$ cat config.mk
export PLATFORM = sky130hd
export DESIGN_NAME = port_stats_collector
export DESIGN_NICKNAME = d
export VERILOG_FILES = /design/src/rtl/stats_pkg.sv /design/src/rtl/stats_cell.sv /design/src/rtl/port_stats_collector.sv
export SDC_FILE = /design/constraint.sdc
export NUM_CORES = 1
export LEC_CHECK = 0
export CORE_UTILIZATION = 32
export CTS_BUF_LIST = sky130_fd_sc_hd__clkbuf_8
export CTS_CLUSTER_DIAMETER = 120
export DETAILED_ROUTE_END_ITERATION = 12
export GPL_ROUTABILITY_DRIVEN = 0
export HOLD_SLACK_MARGIN = 0.05
export SYNTH_ARGS = -nofsm -noshare
export SYNTH_HDL_FRONTEND = slang
export SYNTH_SLANG_ARGS = --single-unit
$ cat constraint.sdc
create_clock -name clk -period 3.4 [get_ports clk]
set_clock_uncertainty 0.1 [all_clocks]
set_input_delay 0.68 -clock clk [delete_from_list [all_inputs] [get_ports clk]]
set_output_delay 0.68 -clock clk [all_outputs]
set_load 0.005 [all_outputs]
$ cat src/rtl/stats_pkg.sv
// Shared types and helpers for the per-port statistics block.
//   stats_kind_e : counter kind within a port (ACCEPT / DROP); the dump word
//                  index is {port, kind}.
//   dump_state_e : read-out FSM states.
//   sat_add      : saturating add at a caller-chosen width (<= 32 bits),
//                  returns {sat, value}.
//   SW_*         : default sizing inherited from the switch configuration.
package stats_pkg;

    localparam int unsigned SW_NUM_PORTS    = 4;
    localparam int unsigned SW_TARGET_WIDTH = SW_NUM_PORTS;
    localparam int unsigned SW_CNT_WIDTH    = 16;
    localparam int unsigned SAT_MAX_WIDTH   = 32;

    typedef enum logic {
        ACCEPT = 1'b0,
        DROP   = 1'b1
    } stats_kind_e;

    typedef enum logic {
        IDLE = 1'b0,
        SEND = 1'b1
    } dump_state_e;

    typedef struct packed {
        logic        sat;
        logic [31:0] value;
    } sat_add_t;

    // Sum is formed one bit wider than the operands so a carry out of the
    // 32-bit case is still seen as overflow.
    function automatic sat_add_t sat_add(input logic [31:0] cnt,
                                         input logic [31:0] inc,
                                         input int unsigned width);
        logic [32:0] sum;
        logic [32:0] max_val;
        sum     = {1'b0, cnt} + {1'b0, inc};
        max_val = (33'd1 << width) - 33'd1;
        if (sum > max_val) begin
            sat_add.sat   = 1'b1;
            sat_add.value = max_val[31:0];
        end else begin
            sat_add.sat   = 1'b0;
            sat_add.value = sum[31:0];
        end
    endfunction

endpackage

$ cat src/rtl/stats_cell.sv
// One statistics cell: saturating live counter, shadow (snapshot) register
// and sticky saturation flag.
//   clk, rst_n : clock, asynchronous active-low reset
//   inc        : increment applied this cycle (0 when no event)
//   clear      : zero the live counter and sticky flag (this cycle's inc kept)
//   snap       : copy live value (pre-increment) into shadow
//   shadow     : captured counter value
//   sat_flag   : sticky saturation flag
module stats_cell
    import stats_pkg::*;
#(
    parameter int unsigned CNT_WIDTH     = SW_CNT_WIDTH,
    parameter int unsigned INC_WIDTH     = 3,
    parameter int unsigned CLEAR_ON_SNAP = 1
) (
    input  logic                 clk,
    input  logic                 rst_n,
    input  logic [INC_WIDTH-1:0] inc,
    input  logic                 clear,
    input  logic                 snap,
    output logic [CNT_WIDTH-1:0] shadow,
    output logic                 sat_flag
);

    logic [CNT_WIDTH-1:0] live_q;
    logic [CNT_WIDTH-1:0] base;
    logic [CNT_WIDTH-1:0] next_val;
    sat_add_t             res;
    logic                 sat_now;

    // Clear or clearing snapshot restart from zero, so the current event
    // still lands in the fresh count.
    always_comb begin
        base = live_q;
        if (clear || (snap && (CLEAR_ON_SNAP != 0))) begin
            base = '0;
        end
        res = sat_add(32'(base), 32'(inc), CNT_WIDTH);
    end

    // Upper result bits are zero whenever the width is honoured; folding
    // them into the overflow test is a free guard.
    if (CNT_WIDTH < SAT_MAX_WIDTH) begin : g_narrow
        assign sat_now = res.sat | (|res.value[SAT_MAX_WIDTH-1:CNT_WIDTH]);
    end else begin : g_full
        assign sat_now = res.sat;
    end

    assign next_val = res.value[CNT_WIDTH-1:0];

    always_ff @(posedge clk or negedge rst_n) begin
        if (!rst_n) begin
            live_q   <= '0;
            shadow   <= '0;
            sat_flag <= 1'b0;
        end else begin
            live_q <= next_val;
            if (snap) begin
                shadow <= live_q;
            end
            if (clear) begin
                sat_flag <= 1'b0;
            end else if (sat_now) begin
                sat_flag <= 1'b1;
            end
        end
    end

endmodule

$ cat src/rtl/port_stats_collector.sv
// Per-port traffic statistics: counts accepted and dropped packets per
// ingress port (optionally weighted by fan-out), captures all counters
// atomically on snapshot and streams the snapshot out over valid/ready.
//   clk, rst_n  : clock, asynchronous active-low reset
//   valid_in    : per-port packet offered
//   fifo_full   : per-port input FIFO full (offer counted as DROP)
//   target_in   : per-port target bitmap, port p at [p*TARGET_WIDTH +: TARGET_WIDTH]
//   snap_req    : capture live counters into shadow (ignored while busy)
//   clear_req   : zero live counters and sticky flags
//   dump_req    : start serial read-out of shadow registers (ignored while busy)
//   dump_valid, dump_ready, dump_data, dump_tag, dump_last : read-out stream,
//                 tag = {port, kind}, kind 0 = ACCEPT, 1 = DROP
//   busy        : dump in progress
//   sat_flag    : sticky saturation flags, index p*2+kind
module port_stats_collector
    import stats_pkg::*;
#(
    parameter int unsigned NUM_PORTS     = SW_NUM_PORTS,
    parameter int unsigned TARGET_WIDTH  = SW_TARGET_WIDTH,
    parameter int unsigned CNT_WIDTH     = SW_CNT_WIDTH,
    parameter int unsigned WEIGHTED      = 1,
    parameter int unsigned CLEAR_ON_SNAP = 1
) (
    input  logic                              clk,
    input  logic                              rst_n,
    input  logic [NUM_PORTS-1:0]              valid_in,
    input  logic [NUM_PORTS-1:0]              fifo_full,
    input  logic [NUM_PORTS*TARGET_WIDTH-1:0] target_in,
    input  logic                              snap_req,
    input  logic                              clear_req,
    input  logic                              dump_req,
    output logic                              dump_valid,
    input  logic                              dump_ready,
    output logic [CNT_WIDTH-1:0]              dump_data,
    output logic [$clog2(NUM_PORTS):0]        dump_tag,
    output logic                              dump_last,
    output logic                              busy,
    output logic [2*NUM_PORTS-1:0]            sat_flag
);

    localparam int unsigned NUM_WORDS = 2 * NUM_PORTS;
    localparam int unsigned TAG_WIDTH = $clog2(NUM_PORTS) + 1;
    localparam int unsigned INC_WIDTH = $clog2(TARGET_WIDTH + 1);
    localparam logic [TAG_WIDTH-1:0] LAST_TAG = TAG_WIDTH'(NUM_WORDS - 1);

    logic [CNT_WIDTH-1:0] shadow [NUM_WORDS];
    logic                 snap_go;
    dump_state_e          state;

    // Shadows must stay frozen while they are being streamed out.
    assign snap_go = snap_req & ~busy;

    for (genvar p = 0; p < NUM_PORTS; p++) begin : g_port
        logic [TARGET_WIDTH-1:0] tgt;
        logic [INC_WIDTH-1:0]    weight;
        logic [INC_WIDTH-1:0]    inc_acc;
        logic [INC_WIDTH-1:0]    inc_drop;
        logic                    accept;
        logic                    drop;

        assign tgt    = target_in[p*TARGET_WIDTH +: TARGET_WIDTH];
        assign accept = valid_in[p] & ~fifo_full[p];
        assign drop   = valid_in[p] & fifo_full[p];

        always_comb begin
            weight = INC_WIDTH'(1);
            if (WEIGHTED != 0) begin
                weight = INC_WIDTH'($countones(tgt));
            end
        end

        assign inc_acc  = accept ? weight : '0;
        assign inc_drop = drop   ? weight : '0;

        stats_cell #(
            .CNT_WIDTH     (CNT_WIDTH),
            .INC_WIDTH     (INC_WIDTH),
            .CLEAR_ON_SNAP (CLEAR_ON_SNAP)
        ) u_acc (
            .clk      (clk),
            .rst_n    (rst_n),
            .inc      (inc_acc),
            .clear    (clear_req),
            .snap     (snap_go),
            .shadow   (shadow[2*p + ACCEPT]),
            .sat_flag (sat_flag[2*p + ACCEPT])
        );

        stats_cell #(
            .CNT_WIDTH     (CNT_WIDTH),
            .INC_WIDTH     (INC_WIDTH),
            .CLEAR_ON_SNAP (CLEAR_ON_SNAP)
        ) u_drop (
            .clk      (clk),
            .rst_n    (rst_n),
            .inc      (inc_drop),
            .clear    (clear_req),
            .snap     (snap_go),
            .shadow   (shadow[2*p + DROP]),
            .sat_flag (sat_flag[2*p + DROP])
        );
    end

    // dump_tag doubles as the word index since word = {port, kind}.
    always_ff @(posedge clk or negedge rst_n) begin
        if (!rst_n) begin
            state      <= IDLE;
            dump_valid <= 1'b0;
            busy       <= 1'b0;
            dump_last  <= 1'b0;
            dump_tag   <= '0;
        end else begin
            case (state)
                IDLE: begin
                    if (dump_req) begin
                        state      <= SEND;
                        dump_valid <= 1'b1;
                        busy       <= 1'b1;
                        dump_tag   <= '0;
                        dump_last  <= (LAST_TAG == '0);
                    end
                end
                SEND: begin
                    if (dump_ready) begin
                        if (dump_tag == LAST_TAG) begin
                            state      <= IDLE;
                            dump_valid <= 1'b0;
                            busy       <= 1'b0;
                            dump_last  <= 1'b0;
                            dump_tag   <= '0;
                        end else begin
                            dump_tag  <= dump_tag + TAG_WIDTH'(1);
                            dump_last <= ((dump_tag + TAG_WIDTH'(1)) == LAST_TAG);
                        end
                    end
                end
                default: begin
                    state      <= IDLE;
                    dump_valid <= 1'b0;
                    busy       <= 1'b0;
                    dump_last  <= 1'b0;
                    dump_tag   <= '0;
                end
            endcase
        end
    end

    // Shadows cannot change while busy, so the selected word is stable
    // for as long as the consumer stalls.
    assign dump_data = dump_valid ? shadow[dump_tag] : '0;

endmodule

### After elaboration in Yosys (flattened, before gate mapping)

Cells that the tools add are included.

* add/subtract/negate cells: 21
* order comparisons: 9
* eq/ne operators: 5
* mux-type cells: 60
* bitwise gates (word level): 24
* reductions and logical operators: 19

Operator list (number)
* greater-than comparator 33 x 16 -> 1 bit (second input constant): 8
* 2-to-1 mux 33 bit: 8
* 2-to-1 mux 16 bit: 11
* adder 16 x 3 -> 17 bit: 8
* OR reduction 16 bit: 8
* binary-select mux 16 bit (select 3 bit): 1
* 2-to-1 mux 3 bit: 11
* 2-to-1 mux 1 bit: 25
* adder 1 x 1 -> 2 bit: 8
* nonzero test 2 bit: 8
* adder 2 x 2 -> 3 bit: 4
* AND 1 bit: 9
* OR 1 bit: 8
* equality test 3 bit (second input constant): 2
* NOT 1 bit: 6
* case mux 1 bit (2 select lines): 3
* case mux 3 bit (2 select lines): 1
* >= comparator 4 bit (second input constant): 1
* != test 2 bit (second input constant): 2
* NOT 3 -> 4 bit: 1
* adder 3 x 1 -> 3 bit (second input constant): 1
* AND reduction 3 bit: 1
* != test 2 x 1 -> 1 bit (second input constant): 1
* AND reduction 2 bit: 1
* logical OR 1 bit: 1

* bits in registers: 270
* input port bits: 30
* output and inout bits: 30
* logic and storage cells: 166

### Depth between registers and ports, before layout

* word-level depth: 11
* depth in mapped cells: 15
* depth with buffers taken out: 12

### Cells and area by module

From an unflattened synthesis, not the netlist that was laid out.

* cell total of the unflattened synthesis: 1200
* area, all modules: 13975.9 sq um

By module, submodules not included
* stats_cell: instances 8, cells an instance 129, area an instance 1525.2 sq um, sequential area each 825.8 sq um
* port_stats_collector: instances 1, cells an instance 168, area an instance 1774.2 sq um, sequential area each 150.1 sq um

### Least setup slack after synthesis

No wires, ideal clock.

* path kind: in2reg
* from: input port target_in[0]
* to: register g_port[0].u_drop.live_q[14]
* setup time: 99 ps
* arrival time: 3284 ps
* required time: 3201 ps
* slack: -84 ps
* stages on the path: 10
* path buffers: 0
* path through: fa_1 > ha_1 > ha_1 > nand3_1 > fa_1 > nand2b_1 > a2111oi_4 > and2_1 > a31oi_1 > a311oi_1

RTL lines
* start: declaration: line port_stats_collector.sv:28 `input logic [NUM_PORTS*TARGET_WIDTH-1:0] target_in,`
* end signal: assignment: line stats_cell.sv:57 `live_q <= next_val;`
* end: declaration: line stats_cell.sv:25 `logic [CNT_WIDTH-1:0] live_q;`

==> results by group <==
Global route
  • GRT Util Overall: 17.6%
  • First-pass GRT wire length: 61400 µm
  • Initial antenna violation count: 1
  • Grt ovf: 0
  • Grt peak-use layer: met2
  • M1 GR Usage: 25.6%
  • Number of global-route vias before repair: 10900
  • GR Util met3: 2.69%
  • Grt met2 use: 26.7%
  • Largest net degree at the start of global routing: 74

Die
  • Core area: 43100 µm²
  • Die Area: 44500 µm²
  • # rows: 76
  • Die Height: 211 µm
  • Die width: 211 µm
  • Io pins: 60
  • Starting density of the core: 32.5%

Routing
  • DR DRC count: 0
  • Routed vias/inst: 4.95
  • DR WL/cell: 17.2 µm
  • Vias: 11100
  • TritonRoute pass-1 iters: 5
  • Post-route ant nets: 0
  • DRT Wirelength: 38400 µm
  • Initial DRC count: 883

Setup path
  • Crit path launch type: input pin
  • CP Max Fanout: 3
  • Arrival time at the worst endpoint: 3.75 ns
  • Worst r2r dst: g_port[3].u_drop.live_q[14]
  • Critical path startpoint: target_in[1]
  • Setup crit end: g_port[0].u_drop.live_q[14]
  • CP Class: input pin to flip-flop
  • Critical path required time: 3.77 ns
  • Worst-case reg-to-reg path depth: 13
  • RR Startpoint: busy
  • Worst setup EP type: flip-flop
  • R2R setup slack: 0.42 ns

Layout
  • Area grow syn2layout: 22.9%
  • Reg area: 6760 µm²
  • Nets: 1697
  • Multi-input gate area: 6920 µm²
  • Fraction of layout cells with a size suffix above 1: 17.8%
  • Fill cells: 4213

Logic synthesis
  • Net Count, Synth: 1549
  • Number of synthesized flops with an enable pin: 0
  • #FFs+latches synth: 270
  • Sequential area share after synthesis: 48.3%
  • Most common cell in the synthesized netlist: nand2_1
  • Synth Warn #: 0
  • Post-Syn Area per Cell: 9.50 µm²
  • Async SR Flop Fraction: 100%
  • Ys flop type: dfrtp_1
  • Cell accounting for the most synthesized area: dfrtp_1
  • Cell Area, Synth: 14000 µm²
  • Top area cells in the synthesized netlist: dfrtp_1, nand2_1, mux4_2, ha_1, xnor2_1
  • Netlist cell types: 62
  • Mapped Cells: 1472
  • Top cells by count, synth: nand2_1, dfrtp_1, o21ai_0
  • Top-area cell type share of the netlist area: 48.3%

CTS
  • Clock buffer depth: 3
  • Clock slew at reported path FFs: 0.06 ns
  • CTS tree: built
  • Clk Latency, worst-skew pair: 0.57 ns
  • Clock Root Buffer: clkbuf_8
  • CTS Buf Count: 47
  • CTS Sinks: 270
  • Level count of the clock H-tree: 2

Pwr
  • Peak supply drop: 0.262 mV
  • Pwr dens: 464 nW/µm²
  • Pwr Total: 7970 µW
  • Leak pwr: 0.00832 µW

Timing
  • Final hold vios: 0
  • Final Hold Slack: 0.362 ns
  • Worst Slack Setup Final: 0.0285 ns
  • Tcrit/Tclk final: 99.2%
  • # setup viols final: 0
  • Max-slew violation count: 0
  • RSZ-0062 raised after global routing: true
  • F_max: 297 MHz
  • Slew headroom: 52.4%
  • Tmin final: 3.37 ns
  • Worst-Margin Slew: 0.715 ns

Placed design
  • Worst slack, placed: -0.660 ns
  • Hpwl dp: 26600 µm
  • IO Port Bufs: 59

Worst hold path
  • Worst min-delay path class: flip-flop to flip-flop

Flow run
  • MaxCap Viol Count: 0

Outcome
  • Status: finished clean
-- metal layers --
metal	vias to the layer above	part of all wire [%]
li1	5274	-
met1	5502	47
met2	238	45
met3	58	4.6
met4	0	2.6
met5	-	0
-- through the flow --
step | cell area [µm²] | setup TNS (ns) | std cells | util, %
after floorplan | 14000 | -0.0516 | 1472 | -
after global placement | 15800 | -57.34 | 2142 | 36.8
after detailed placement | 15800 | -62.10 | 2142 | 36.8
after CTS | 16800 | 0 | 2223 | 39.1
after global routing | 17200 | -0.452 | 2234 | 39.9
final | 17200 | 0 | 2236 | 39.9
-- layout by cell type (no fill, tap or decap), drive strengths merged, types with 41 or more instances in the layout --
cell / n
and3: 47
xnor2: 41
o21ai: 87
nand2: 452
inv: 67
clkbuf: 59
dfrtp: 270
nor2: 42
clkdlybuf4s50: 51
buf: 119
-- cell families (layout without fill, tap and decap cells) --
kind of cell    after synthesis  count (layout)  share of synthesized area, %
compound gates              195             195                          8.62
xor+xnor                     64              64                          4.01
fa+ha+maj                    47              47                          4.85
buf+inv                     132             308                          4.17
flops                       270             270                          48.3
mux                          51              51                          6.52
other cells                   0               3                             0
simple gates                713             713                          23.5
-- repair_timing --
item | in CTS | in global routing
endpoints found under the setup margin | 28 | 104
buffers inserted | 2 | 7
cloned | 1 | 3
endpoints found under the hold margin | 63 | 0
hold buffers | 1 | 0
pin swaps | 3 | 21
gates resized for setup | 19 | 46
-- report_power, final --
part	internal, µW	switching, µW	total [µW]	leakage (µW)
Combinational	711	894	1600	0.00406
Sequential	3330	129	3460	0.00374
Clock	1570	1340	2910	0.000521
-- layout make-up --
class                   instances  area share (%)
multi-input cells            1070            40.3
diodes                          3          0.0437
inverters                      51            1.11
well taps                     585            4.26
flip-flops and latches        270            39.3
clock buffers                  57            4.57
clock inverters                20           0.612
repair buffers                180            9.80
-- state kept, by name, indices dropped and copies added, names as in the netlist --
register,cells
g_port.u_drop.live_q,64
g_port.u_acc.shadow,64
g_port.u_drop.shadow,64
g_port.u_acc.live_q,64
dump_tag,3
g_port.u_drop.sat_flag,4
state,1
busy,1
dump_last,1
g_port.u_acc.sat_flag,4
-- worst max-delay path, stage by stage --
cell and delay, ns:
clkdlybuf4s50_1 0.48, fa_1 0.46, ha_4 0.29, and3_1 0.15, ha_2 0.17, inv_1 0.06, fa_2 0.35, nand2b_4 0.18
a2111oi_4 0.37, and2_4 0.21, a31oi_1 0.08, a311oi_1 0.26
-- how the worst min path moves through the flow --
stage,start,end,slack [ns],depth (start not counted)
2_1_floorplan,rst_n,busy,0.28,0
3_3_place_gp,g_port[2].u_drop.live_q[2],g_port[2].u_drop.shadow[2],0.35,2
3_5_place_dp,g_port[3].u_drop.live_q[1],g_port[3].u_drop.shadow[1],0.35,2
4_1_cts,g_port[0].u_drop.live_q[2],g_port[0].u_drop.shadow[2],0.37,2
5_1_grt,g_port[1].u_acc.live_q[2],g_port[1].u_acc.shadow[2],0.39,2
6_report,g_port[0].u_drop.live_q[2],g_port[0].u_drop.shadow[2],0.36,2
(Power assumes the default switching activity.)
